==> config.mk <==
export PLATFORM = sky130hd
export DESIGN_NAME = serial_frame_tx_flat
export DESIGN_NICKNAME = d
export VERILOG_FILES = /design/src/rtl/serial_frame_tx_if.sv /design/src/rtl/serial_frame_tx.sv /design/src/flat_wrapper.sv
export SDC_FILE = /design/constraint.sdc
export NUM_CORES = 1
export LEC_CHECK = 0
export CAP_MARGIN = 5
export CORE_MARGIN = 2
export CORE_UTILIZATION = 51
export DETAILED_ROUTE_END_ITERATION = 8
export DONT_BUFFER_PORTS = 1
export GPL_ROUTABILITY_DRIVEN = 0
export PLACE_DENSITY = 0.68
export SETUP_SLACK_MARGIN = 0.15
export SYNTH_ARGS = -nofsm -noshare
export SYNTH_HDL_FRONTEND = slang
export SYNTH_SLANG_ARGS = --single-unit
==> constraint.sdc <==
create_clock -name clk -period 3.9 [get_ports clk]
set_clock_uncertainty 0.1 [all_clocks]
set_input_delay 0.78 -clock clk [delete_from_list [all_inputs] [get_ports clk]]
set_output_delay 0.78 -clock clk [all_outputs]
set_load 0.02 [all_outputs]
==> src/rtl/serial_frame_tx_if.sv <==
// Handshake and serial-output bundle between a word source, serial_frame_tx and
// the downstream even-ones detector / checker.
interface serial_frame_tx_if #(
  parameter int unsigned WIDTH = 8
);
  logic             load_valid;
  logic [WIDTH-1:0] load_data;
  logic             load_ready;
  logic             dout;
  logic             dout_valid;
  logic             frame_start;
  logic             frame_last;
  logic             expected_even;
  logic             busy;

  modport master (
    output load_valid, load_data,
    input  load_ready, dout, dout_valid, frame_start, frame_last, expected_even, busy
  );

  modport slave (
    input  load_valid, load_data,
    output load_ready, dout, dout_valid, frame_start, frame_last, expected_even, busy
  );
endinterface

==> src/rtl/serial_frame_tx.sv <==
// Parallel-to-serial frame transmitter: shifts WIDTH-bit words out one bit per clock
// with start/last strobes, a reference even-parity flag and optional idle gaps.
module serial_frame_tx #(
  parameter int unsigned WIDTH      = 8,
  parameter bit          MSB_FIRST  = 1'b1,
  parameter int unsigned GAP_CYCLES = 0
) (
  input  logic             clk,
  input  logic             rst,
  serial_frame_tx_if.slave io_tx
);

  localparam int unsigned CNT_W = $clog2(WIDTH);
  localparam int unsigned GAP_W = 4;
  localparam logic [CNT_W-1:0] LAST_BIT = CNT_W'(WIDTH - 1);
  localparam logic [GAP_W-1:0] LAST_GAP = GAP_W'((GAP_CYCLES > 0) ? (GAP_CYCLES - 1) : 0);

  typedef enum logic [1:0] {S_IDLE, S_SHIFT, S_GAP} state_t;

  state_t           r_state;
  logic [WIDTH-1:0] r_shreg;
  logic [CNT_W-1:0] r_cnt;
  logic [GAP_W-1:0] r_gap_cnt;
  logic             r_even;
  logic             r_load_ready;
  logic             r_dout;
  logic             r_dout_valid;
  logic             r_frame_start;
  logic             r_frame_last;
  logic             r_expected_even;
  logic             r_busy;

  logic             w_accept;
  logic             w_first_bit;
  logic             w_next_bit;
  logic             w_last_bit;
  logic             w_last_gap;
  logic [CNT_W-1:0] w_cnt_nxt;
  logic [GAP_W-1:0] w_gap_nxt;

  // load_ready is only ever raised where a new word may enter, so it alone gates acceptance
  assign w_accept    = io_tx.load_valid & r_load_ready;
  assign w_first_bit = MSB_FIRST ? io_tx.load_data[WIDTH-1] : io_tx.load_data[0];
  assign w_next_bit  = MSB_FIRST ? r_shreg[WIDTH-2] : r_shreg[1];
  assign w_last_bit  = (r_cnt == LAST_BIT);
  assign w_last_gap  = (r_gap_cnt == LAST_GAP);
  assign w_cnt_nxt   = r_cnt + CNT_W'(1);
  assign w_gap_nxt   = r_gap_cnt + GAP_W'(1);

  always_ff @(posedge clk or posedge rst) begin
    if (rst) begin
      r_state         <= S_IDLE;
      r_shreg         <= '0;
      r_cnt           <= '0;
      r_gap_cnt       <= '0;
      r_even          <= 1'b0;
      r_load_ready    <= 1'b0;
      r_dout          <= 1'b0;
      r_dout_valid    <= 1'b0;
      r_frame_start   <= 1'b0;
      r_frame_last    <= 1'b0;
      r_expected_even <= 1'b0;
      r_busy          <= 1'b0;
    end else begin
      r_load_ready    <= 1'b0;
      r_dout          <= 1'b0;
      r_dout_valid    <= 1'b0;
      r_frame_start   <= 1'b0;
      r_frame_last    <= 1'b0;
      r_expected_even <= 1'b0;
      r_busy          <= 1'b0;
      if (w_accept) begin
        r_state       <= S_SHIFT;
        r_shreg       <= io_tx.load_data;
        r_even        <= ~^io_tx.load_data;
        r_cnt         <= '0;
        r_dout        <= w_first_bit;
        r_dout_valid  <= 1'b1;
        r_frame_start <= 1'b1;
        r_busy        <= 1'b1;
      end else begin
        case (r_state)
          S_IDLE: begin
            r_load_ready <= 1'b1;
          end
          S_SHIFT: begin
            if (!w_last_bit) begin
              r_cnt           <= w_cnt_nxt;
              r_shreg         <= MSB_FIRST ? (r_shreg << 1) : (r_shreg >> 1);
              r_dout          <= w_next_bit;
              r_dout_valid    <= 1'b1;
              r_busy          <= 1'b1;
              r_frame_last    <= (w_cnt_nxt == LAST_BIT);
              r_expected_even <= (w_cnt_nxt == LAST_BIT) & r_even;
              r_load_ready    <= (GAP_CYCLES == 0) && (w_cnt_nxt == LAST_BIT);
            end else if (GAP_CYCLES != 0) begin
              r_state      <= S_GAP;
              r_gap_cnt    <= '0;
              r_busy       <= 1'b1;
              r_load_ready <= (GAP_CYCLES == 1);
            end else begin
              r_state      <= S_IDLE;
              r_load_ready <= 1'b1;
            end
          end
          S_GAP: begin
            if (!w_last_gap) begin
              r_gap_cnt    <= w_gap_nxt;
              r_busy       <= 1'b1;
              r_load_ready <= (w_gap_nxt == LAST_GAP);
            end else begin
              r_state      <= S_IDLE;
              r_load_ready <= 1'b1;
            end
          end
          default: r_state <= S_IDLE;
        endcase
      end
    end
  end

  assign io_tx.load_ready    = r_load_ready;
  assign io_tx.dout          = r_dout;
  assign io_tx.dout_valid    = r_dout_valid;
  assign io_tx.frame_start   = r_frame_start;
  assign io_tx.frame_last    = r_frame_last;
  assign io_tx.expected_even = r_expected_even;
  assign io_tx.busy          = r_busy;

endmodule
==> src/flat_wrapper.sv <==
// flat-port wrapper written by rule: the top's interface ports become plain ports
module serial_frame_tx_flat 
#(
  parameter int unsigned WIDTH      = 8,
  parameter bit          MSB_FIRST  = 1'b1,
  parameter int unsigned GAP_CYCLES = 0
)
  (clk, rst, io_tx_load_valid, io_tx_load_data, io_tx_load_ready, io_tx_dout, io_tx_dout_valid, io_tx_frame_start, io_tx_frame_last, io_tx_expected_even, io_tx_busy);
  serial_frame_tx_if #(.WIDTH(WIDTH)) io_tx_i ();
  input  logic clk;
  input  logic rst;
  input wire logic [$bits(io_tx_i.load_valid)-1:0] io_tx_load_valid;
  input wire logic [$bits(io_tx_i.load_data)-1:0] io_tx_load_data;
  output wire logic [$bits(io_tx_i.load_ready)-1:0] io_tx_load_ready;
  output wire logic [$bits(io_tx_i.dout)-1:0] io_tx_dout;
  output wire logic [$bits(io_tx_i.dout_valid)-1:0] io_tx_dout_valid;
  output wire logic [$bits(io_tx_i.frame_start)-1:0] io_tx_frame_start;
  output wire logic [$bits(io_tx_i.frame_last)-1:0] io_tx_frame_last;
  output wire logic [$bits(io_tx_i.expected_even)-1:0] io_tx_expected_even;
  output wire logic [$bits(io_tx_i.busy)-1:0] io_tx_busy;
  assign io_tx_i.load_valid = io_tx_load_valid;
  assign io_tx_i.load_data = io_tx_load_data;
  assign io_tx_load_ready = io_tx_i.load_ready;
  assign io_tx_dout = io_tx_i.dout;
  assign io_tx_dout_valid = io_tx_i.dout_valid;
  assign io_tx_frame_start = io_tx_i.frame_start;
  assign io_tx_frame_last = io_tx_i.frame_last;
  assign io_tx_expected_even = io_tx_i.expected_even;
  assign io_tx_busy = io_tx_i.busy;
  serial_frame_tx #(.WIDTH(WIDTH), .MSB_FIRST(MSB_FIRST), .GAP_CYCLES(GAP_CYCLES)) u_core (.clk(clk), .rst(rst), .io_tx(io_tx_i));
endmodule
# Yosys cells after proc, flatten, opt, wreduce, memory -nomap -nowiden
# Cells that the tools add are included.
[word_totals] inputBits=11 register_bits=24
[classes] n_bitwise=4 reduce_logical=8 muxes=30 n_addsub=2 n_eq_ne=8
[ops] operator="$mux W7" count=3
[ops] operator="$mux W1" count=18
[ops] operator="$mux W3" count=3
[ops] operator="$logic_not A4 Y1" count=2
[ops] operator="$reduce_xnor A8 Y1" count=1
[ops] operator="$eq A3 B3 Y1 const B" count=2
[ops] operator="$mux W2" count=3
[ops] operator="$ne A3 B1 Y1 const B" count=2
[ops] operator="$pmux W2 S3" count=1
[ops] operator="$reduce_and A3 Y1" count=2
[ops] operator="$add A4 B1 Y4 const B" count=1
[ops] operator="$ne A2 B1 Y1 const B" count=2
[ops] operator="$add A3 B1 Y3 const B" count=1
[ops] operator="$pmux W1 S3" count=1
[ops] operator="$and A1 B1 Y1" count=2
[ops] operator="$eq A2 B1 Y1 const B" count=1
[ops] operator="$eq A2 B2 Y1 const B" count=1
[ops] operator="$logic_not A2 Y1" count=1
[ops] operator="$not A1 Y1" count=2
[ops] operator="$pmux W1 S2" count=1
[ops] operator="$reduce_and A2 Y1" count=1
[ops] operator="$reduce_bool A2 Y1" count=1

# Depth between registers and ports, before layout
# Gate-level depths: netlist of the first run.
[logic_depth] word_depth=6 ltp_mapped=6 ltp_nobuf=5

# Worst setup path after synthesis of the first run
# OpenSTA, ideal clock, no wires.
[synth_path] path_kind="input to register" start="input io_tx_load_data[7]" end="register u_core.r_even" arrival_ns=1.294 path_stages=4 path_slack_ns=2.382 setup_time_ns=0.125 n_path_buf=0 path_cell_list="xor2_1 > xnor2_1 > xnor2_1 > o21ai_1"
[synth_via] elab_chain_cells=1
[synth_lines] item="from (decl)" line="flat_wrapper.sv:13" rtl="input wire logic [$bits(io_tx_i.load_data)-1:0] io_tx_load_data;"
[synth_lines] item="$reduce_xnor A8 Y1" line="serial_frame_tx.sv:75" rtl="r_even <= ~^io_tx.load_data;"
[synth_lines] item="to (signal assigned)" line="serial_frame_tx.sv:75"
[synth_lines] item="to (decl)" line="serial_frame_tx.sv:24" rtl="logic r_even;"
# No other way between the ends.
# A chain may end at the register's enable or synchronous reset.

# Worst setup path after layout of the first run
[layout_path] start="register u_core.r_busy, in the netlist u_core.io_tx.busy" end="output io_tx_busy"
[layout_lines] item="from (decl)" line="serial_frame_tx.sv:31" rtl="logic r_busy;"
[layout_lines] item="from (signal assigned)" line="serial_frame_tx.sv:63" rtl="r_busy <= 1'b0;"
[layout_lines] item="from (signal assigned)" line="serial_frame_tx.sv:71" rtl="r_busy <= 1'b0;"
[layout_lines] item="from (signal assigned)" line="serial_frame_tx.sv:80" rtl="r_busy <= 1'b1;"
[layout_lines] item="to (decl)" line="flat_wrapper.sv:20" rtl="output wire logic [$bits(io_tx_i.busy)-1:0] io_tx_busy;"
# No word-level cell between the ends.

==> results.ini, run 1 <==
[finish]
drive_above_1_share=0.0843
num_antenna_cells=0
fin_nets=98
final_cells=99
area_delta_synth_final_pct=3.85

[sta]
finalCritPeriodShare=0.446
rsz0062_at_grt=no
worst_pin_slew_ns=0.654
maxSlewViolCount=0
fmax_ghz=0.575
period_minus_slack_ns=1.74
fin_hold_ws_ns=0.358
relSlewSlack=0.564
final_hold_viol_count=0
finalSetupViolCount=0
tns_ns=0

[worst_setup_path]
required_ns=3.02
path_class=reg2out
rr_startpoint=u_core.r_cnt[0]
path_max_fanout=2
start_kind=register
setup.worst_path.end_class=output pin
worstSetupStartpoint=u_core.io_tx.busy
arrival_ns=0.86

[clocking]
cts.clk_slew.worst_paths_ns=0.10
clockRootBuffer=clkbuf_4
post_cts_buffers=0
hold_buffers=0
clock_path_buffers=2
cts-resized-gates=0
clkSinkCount=18
cts_tree=built
cts-htree-levels=1
clock_latency_ns=0.29
numCtsBuffers=3

[pwr]
switching_share=0.394
p_leak_nw=0.402
combPwrFrac=0.334
switchingPower_uw=270
internal_power_uw=416
peakVddDrop_v=0.000298
power_frac_clock=0.164
p_seq_frac=0.502
power_per_cell_area_nw_per_um2=812

[synth]
synth_cell_type_count=20
avgSynthCellArea_sq_um=9.80
synth_seq_cells=18
synth_nets=97
seq_area_frac_synth=0.554
ys_top_cells_by_area=dfrtp_1 55%, nand2_1 10%, xnor2_1 7.5%, a31oi_1 4.6%, ha_1 4.6%
yosys.area.top_type=dfrtp_1
ys_warn_count=0
syn-cell-area_sq_um=813
syn_inst=83
synth_top_cell_area_share=0.554

[place]
hpwl_um=893
place_inst=95
portBuffers=0

[routing]
viasPerCell=5.42
wl_per_cell_um=12.5
dr.pass1.iters=4
drcViolationCount=0
vias=537
drt-total-wl_um=1240
ant_nets=0
drt_iter0_markers=10

[status]
status=complete, no violations

[die]
fp.dieH_um=43.9
initial_core_util=0.540
pin_count=18
rows=14
die_w_um=43.9
core-area_sq_um=1510
fp.dieArea_sq_um=1930

[global_routing]
grt_overflow=0
grt_usage=0.166
grt_max_degree=20
grt_first_pass_wirelength_um=2320
grt_pass1_vias=531
antenna_found_initial=0

[worst_hold_path]
hold_path_class=in2async

[flow_run]
max_cap_violations=0

## routing by layer
metal / share of wire / vias up / GRT usage
met5: 0 / - / 0
met4: 0 / 0 / 0.0909
met3: 0.076 / 0 / 0.0500
met2: 0.47 / 19 / 0.247
met1: 0.46 / 252 / 0.217
li1: - / 266 / -
## area by class of cell
cell class,instances,area [sq um]
fill,150,662
sequential,18,450
multi-input combinational,58,327
clock buffer,4,36.3
tap,16,20.0
inverter,3,11.3
## power by group through the flow
stage,sequential (mW),clock (mW),combinational (mW)
floorplan,0.332,0,0.220
detailed placement,0.349,0,0.232
global placement,0.347,0,0.223
finish,0.344,0.113,0.229
CTS,0.344,0.118,0.233
global route,0.357,0.122,0.275
## flip-flops by register name, indices dropped and copies added, names as in the netlist
signal	count
u_core.r_shreg	7
u_core.r_cnt	3
u_core.io_tx.busy	1
u_core.io_tx.dout	1
u_core.io_tx.expected_even	1
u_core.io_tx.frame_last	1
u_core.io_tx.frame_start	1
u_core.io_tx.load_ready	1
u_core.r_even	1
u_core.r_state	1
## metrics by stage
stage,instance area (sq um),util,power (mW),worst slack [ns]
2_1_floorplan,813,-,0.552,2.38
5_1_grt,845,0.561,0.753,1.98
3_3_place_gp,808,0.537,0.570,2.20
3_5_place_dp,808,0.537,0.580,2.19
4_1_cts,845,0.561,0.695,2.14
6_report,845,0.561,0.686,2.16
## Yosys cell counts
master,n
nand2_1,22
dfrtp_1,18
nor2_1,8
xnor2_1,7
a31oi_1,6
ha_1,3
a21oi_1,2
buf_2,2
buf_4,2
inv_1,2
nand3_1,2
a211oi_1,1
and2_1,1
and2b_1,1
inv_2,1
nand2_2,1
nand2b_1,1
nor3_2,1
o21ai_1,1
xor2_1,1
## kinds of logic after synthesis
group | share of synthesized area
buffers and inverters | 0.0446
AOI/OAI and AO/OA | 0.0738
xor gates and xnor gates | 0.0862
and+or+nand+nor | 0.195
DFF | 0.554
adders and majority gates | 0.0462
## cell usage in the layout (no fill, tap or decap)
cell type	instances
inv_1	2
nand2_2	1
a31oi_1	6
dfrtp_1	18
nand2_1	22
and2_1	1
clkbuf_8	1
xnor2_1	7
and2b_1	1
a21oi_1	2
xor2_1	1
nand3_1	2
nand2b_1	1
clkbuf_4	3
ha_1	3
a211oi_1	1
nor2_1	8
o21ai_1	1
nor3_2	1
inv_2	1
## final timing paths
check / to / slack (ns) / cells past startpoint
worst min-delay path: u_core.r_shreg[6] / 0.36 / 1
min in group clk: u_core.r_even / 0.39 / 2
worst max register to register: u_core.r_shreg[1] / 2.18 / 5
worst max-delay path: io_tx_busy / 2.16 / 0
worst min register to register: u_core.r_even / 0.39 / 2
max in group asynchronous: u_core.r_shreg[3] / 2.93 / 1
## worst register-to-register path, delay by kind of cell, from the launching register on
family	cells	cell delay (ns)
adder cells (fa/ha/maj)	2	0.39
AO/OA/AOI/OAI	1	0.19
AND/OR/NAND/NOR	2	0.54
flip-flops	1	0.42
(Power assumes the default switching activity.)
==> run 2: changes to the inputs <==
--- a/config.mk
+++ b/config.mk
@@ -11,7 +11,7 @@
 export DETAILED_ROUTE_END_ITERATION = 8
 export DONT_BUFFER_PORTS = 1
 export GPL_ROUTABILITY_DRIVEN = 0
-export PLACE_DENSITY = 0.68
+export PLACE_DENSITY = 0.71
 export SETUP_SLACK_MARGIN = 0.15
 export SYNTH_ARGS = -nofsm -noshare
 export SYNTH_HDL_FRONTEND = slang
==> constraint.sdc (replaced) <==
create_clock -name clk -period 1.5 [get_ports clk]
set_clock_uncertainty 0.1 [all_clocks]
set_input_delay 0.3 -clock clk [delete_from_list [all_inputs] [get_ports clk]]
set_output_delay 0.3 -clock clk [all_outputs]
set_load 0.02 [all_outputs]
==> results.ini, run 2 (same netlist as run 1, synthesis figures left out) <==
[status]
status=complete, but fails checks
violations=negative setup slack

[finish]
nFillCells=121
regMostFlops=u_core.r_shreg
layout_commonest_cell=dfrtp_1
area_delta_synth_final_pct=22.2
reg.largest.list=u_core.r_shreg: 7 flops, u_core.r_cnt: 3 flops
final_cells=112
largest_reg_flops=7
layout_common_cells=18 x dfrtp_1, 17 x nand2_1, 10 x buf_4, 8 x nor2_1, 7 x xnor2_1
final_core_util=0.659
fin_nets=111
num_antenna_cells=0
drive_above_1_share=0.313

[place]
portBuffers=0
place_inst=105
hpwl_um=1090

[routing]
drcViolationCount=0
drt_iter0_markers=5
viasPerCell=5.41
vias=606
ant_nets=0
dr.pass1.iters=4
wl_per_cell_um=13.2
drt-total-wl_um=1480

[pwr]
power_per_cell_area_nw_per_um2=2220
peakVddDrop_v=0.00104
p_leak_nw=0.467
finalPower_mw=2.20

[sta]
fmax_ghz=0.656
fin_hold_ws_ns=0.00913
rsz0062_at_grt=yes
final_hold_viol_count=0
finalSetupViolCount=5
relSlewSlack=0.765
period_minus_slack_ns=1.52
tns_ns=-0.0727
timing.final.ws_setup_ns=-0.0243
finalCritPeriodShare=1.02
maxSlewViolCount=0
worst_pin_slew_ns=0.353

[clocking]
clock_path_buffers=2
numCtsBuffers=3
cts-htree-levels=1
cts.clk_slew.worst_paths_ns=0.10
clkSinkCount=18
cts_tree=built
clockRootBuffer=clkbuf_4
clock_latency_ns=0.29

[global_routing]
grt_usage=0.184
grt_max_degree=19
grt_overflow=0
grt_first_pass_wirelength_um=2530
grt_pass1_vias=614
antenna_found_initial=0

[worst_setup_path]
max_stage_delay_ns=0.40
path_max_fanout=4
path_cells=ha_2 > ha_4 > and2b_2 > buf_6 > nand2_2 > a31oi_1
setup.worst_path.end_class=register
rr_worst_depth=6
rr_startpoint=u_core.r_cnt[0]
reg2reg_slack_ns=-0.02
required_ns=1.61
cp_num_buf_inv=1
r2r_end=u_core.r_shreg[2]
path_class=reg2reg
arrival_ns=1.64
start_kind=register
critPathTopFamily=flip-flops
slowest_stage=dfrtp_1

[die]
core-area_sq_um=1510
rows=14
initial_core_util=0.540
pin_count=18
fp.dieArea_sq_um=1930
fp.dieH_um=43.9
die_w_um=43.9

[worst_hold_path]
min_to=u_core.r_shreg[0]
hp-start=io_tx_load_data[0]
hold_path_class=in2reg
whs_path_depth=2

[flow_run]
max_cap_violations=0

-- run 2: cell types whose count changed in the layout (fill, tap and decap cells not counted), sizes merged --
cell         change
dlygate4sd3      +1
buf             +12
-- run 2: final cells by class --
cell class / instances / area [sq um] / area share
clock buffer: 4 / 36.3 / 0.0365
inverter: 3 / 11.3 / 0.0113
multi-input combinational: 58 / 368 / 0.370
sequential: 18 / 450 / 0.453
tap: 16 / 20.0 / 0.0202
timing repair buffer: 13 / 108 / 0.108
-- run 2: routing by layer --
layer  track usage  up-vias  part of all wire
met5             0        -                 0
met4        0.0909        0             0.018
met3        0.0458        5             0.072
met2         0.285       19              0.48
met1         0.240      289              0.43
li1              -      293                 -
-- run 2: what timing repair did --
action	in CTS	in global routing
hold buffers	1	0
endpoints found under the setup margin	13	15
setup buffers	0	2
endpoints found under the hold margin	7	0
gates resized for setup	4	7
pin swaps	4	8
-- run 2: per-stage QoR --
stage               worst slack [ns]  area (sq um)
floorplan                     0.0533           838
global placement              0.0275           898
detailed placement          -0.00976           898
CTS                         -0.00916           957
global route                 -0.0892           993
finish                       -0.0243           993
-- run 2: worst register-to-register path: cells and delay by family (launching register included) --
| kind | cells | cell delay [ns] |
|---|---|---|
| flops | 1 | 0.40 |
| buf+inv | 1 | 0.13 |
| compound gates | 1 | 0.17 |
| fa+ha+maj | 2 | 0.35 |
| simple gates | 2 | 0.29 |
-- run 2: worst max path at each step --
| stage | endpoint | cells after the start | from |
|---|---|---|---|
| 3_5_place_dp | u_core.r_cnt[1] | 5 | u_core.r_cnt[0] |
| 5_1_grt | u_core.r_shreg[5] | 6 | u_core.r_cnt[0] |
| 3_3_place_gp | u_core.r_shreg[3] | 6 | u_core.r_cnt[0] |
| 6_report | u_core.r_shreg[2] | 6 | u_core.r_cnt[0] |
| 4_1_cts | u_core.r_shreg[3] | 6 | u_core.r_cnt[1] |
| 2_1_floorplan | u_core.r_shreg[1] | 6 | u_core.r_cnt[1] |
-- run 2: report_power, final --
group,total (mW),internal [mW],switching [mW]
Combinational,1.02,0.521,0.502
Sequential,0.884,0.698,0.186
Clock,0.298,0.148,0.150
Total,2.20,1.37,0.838
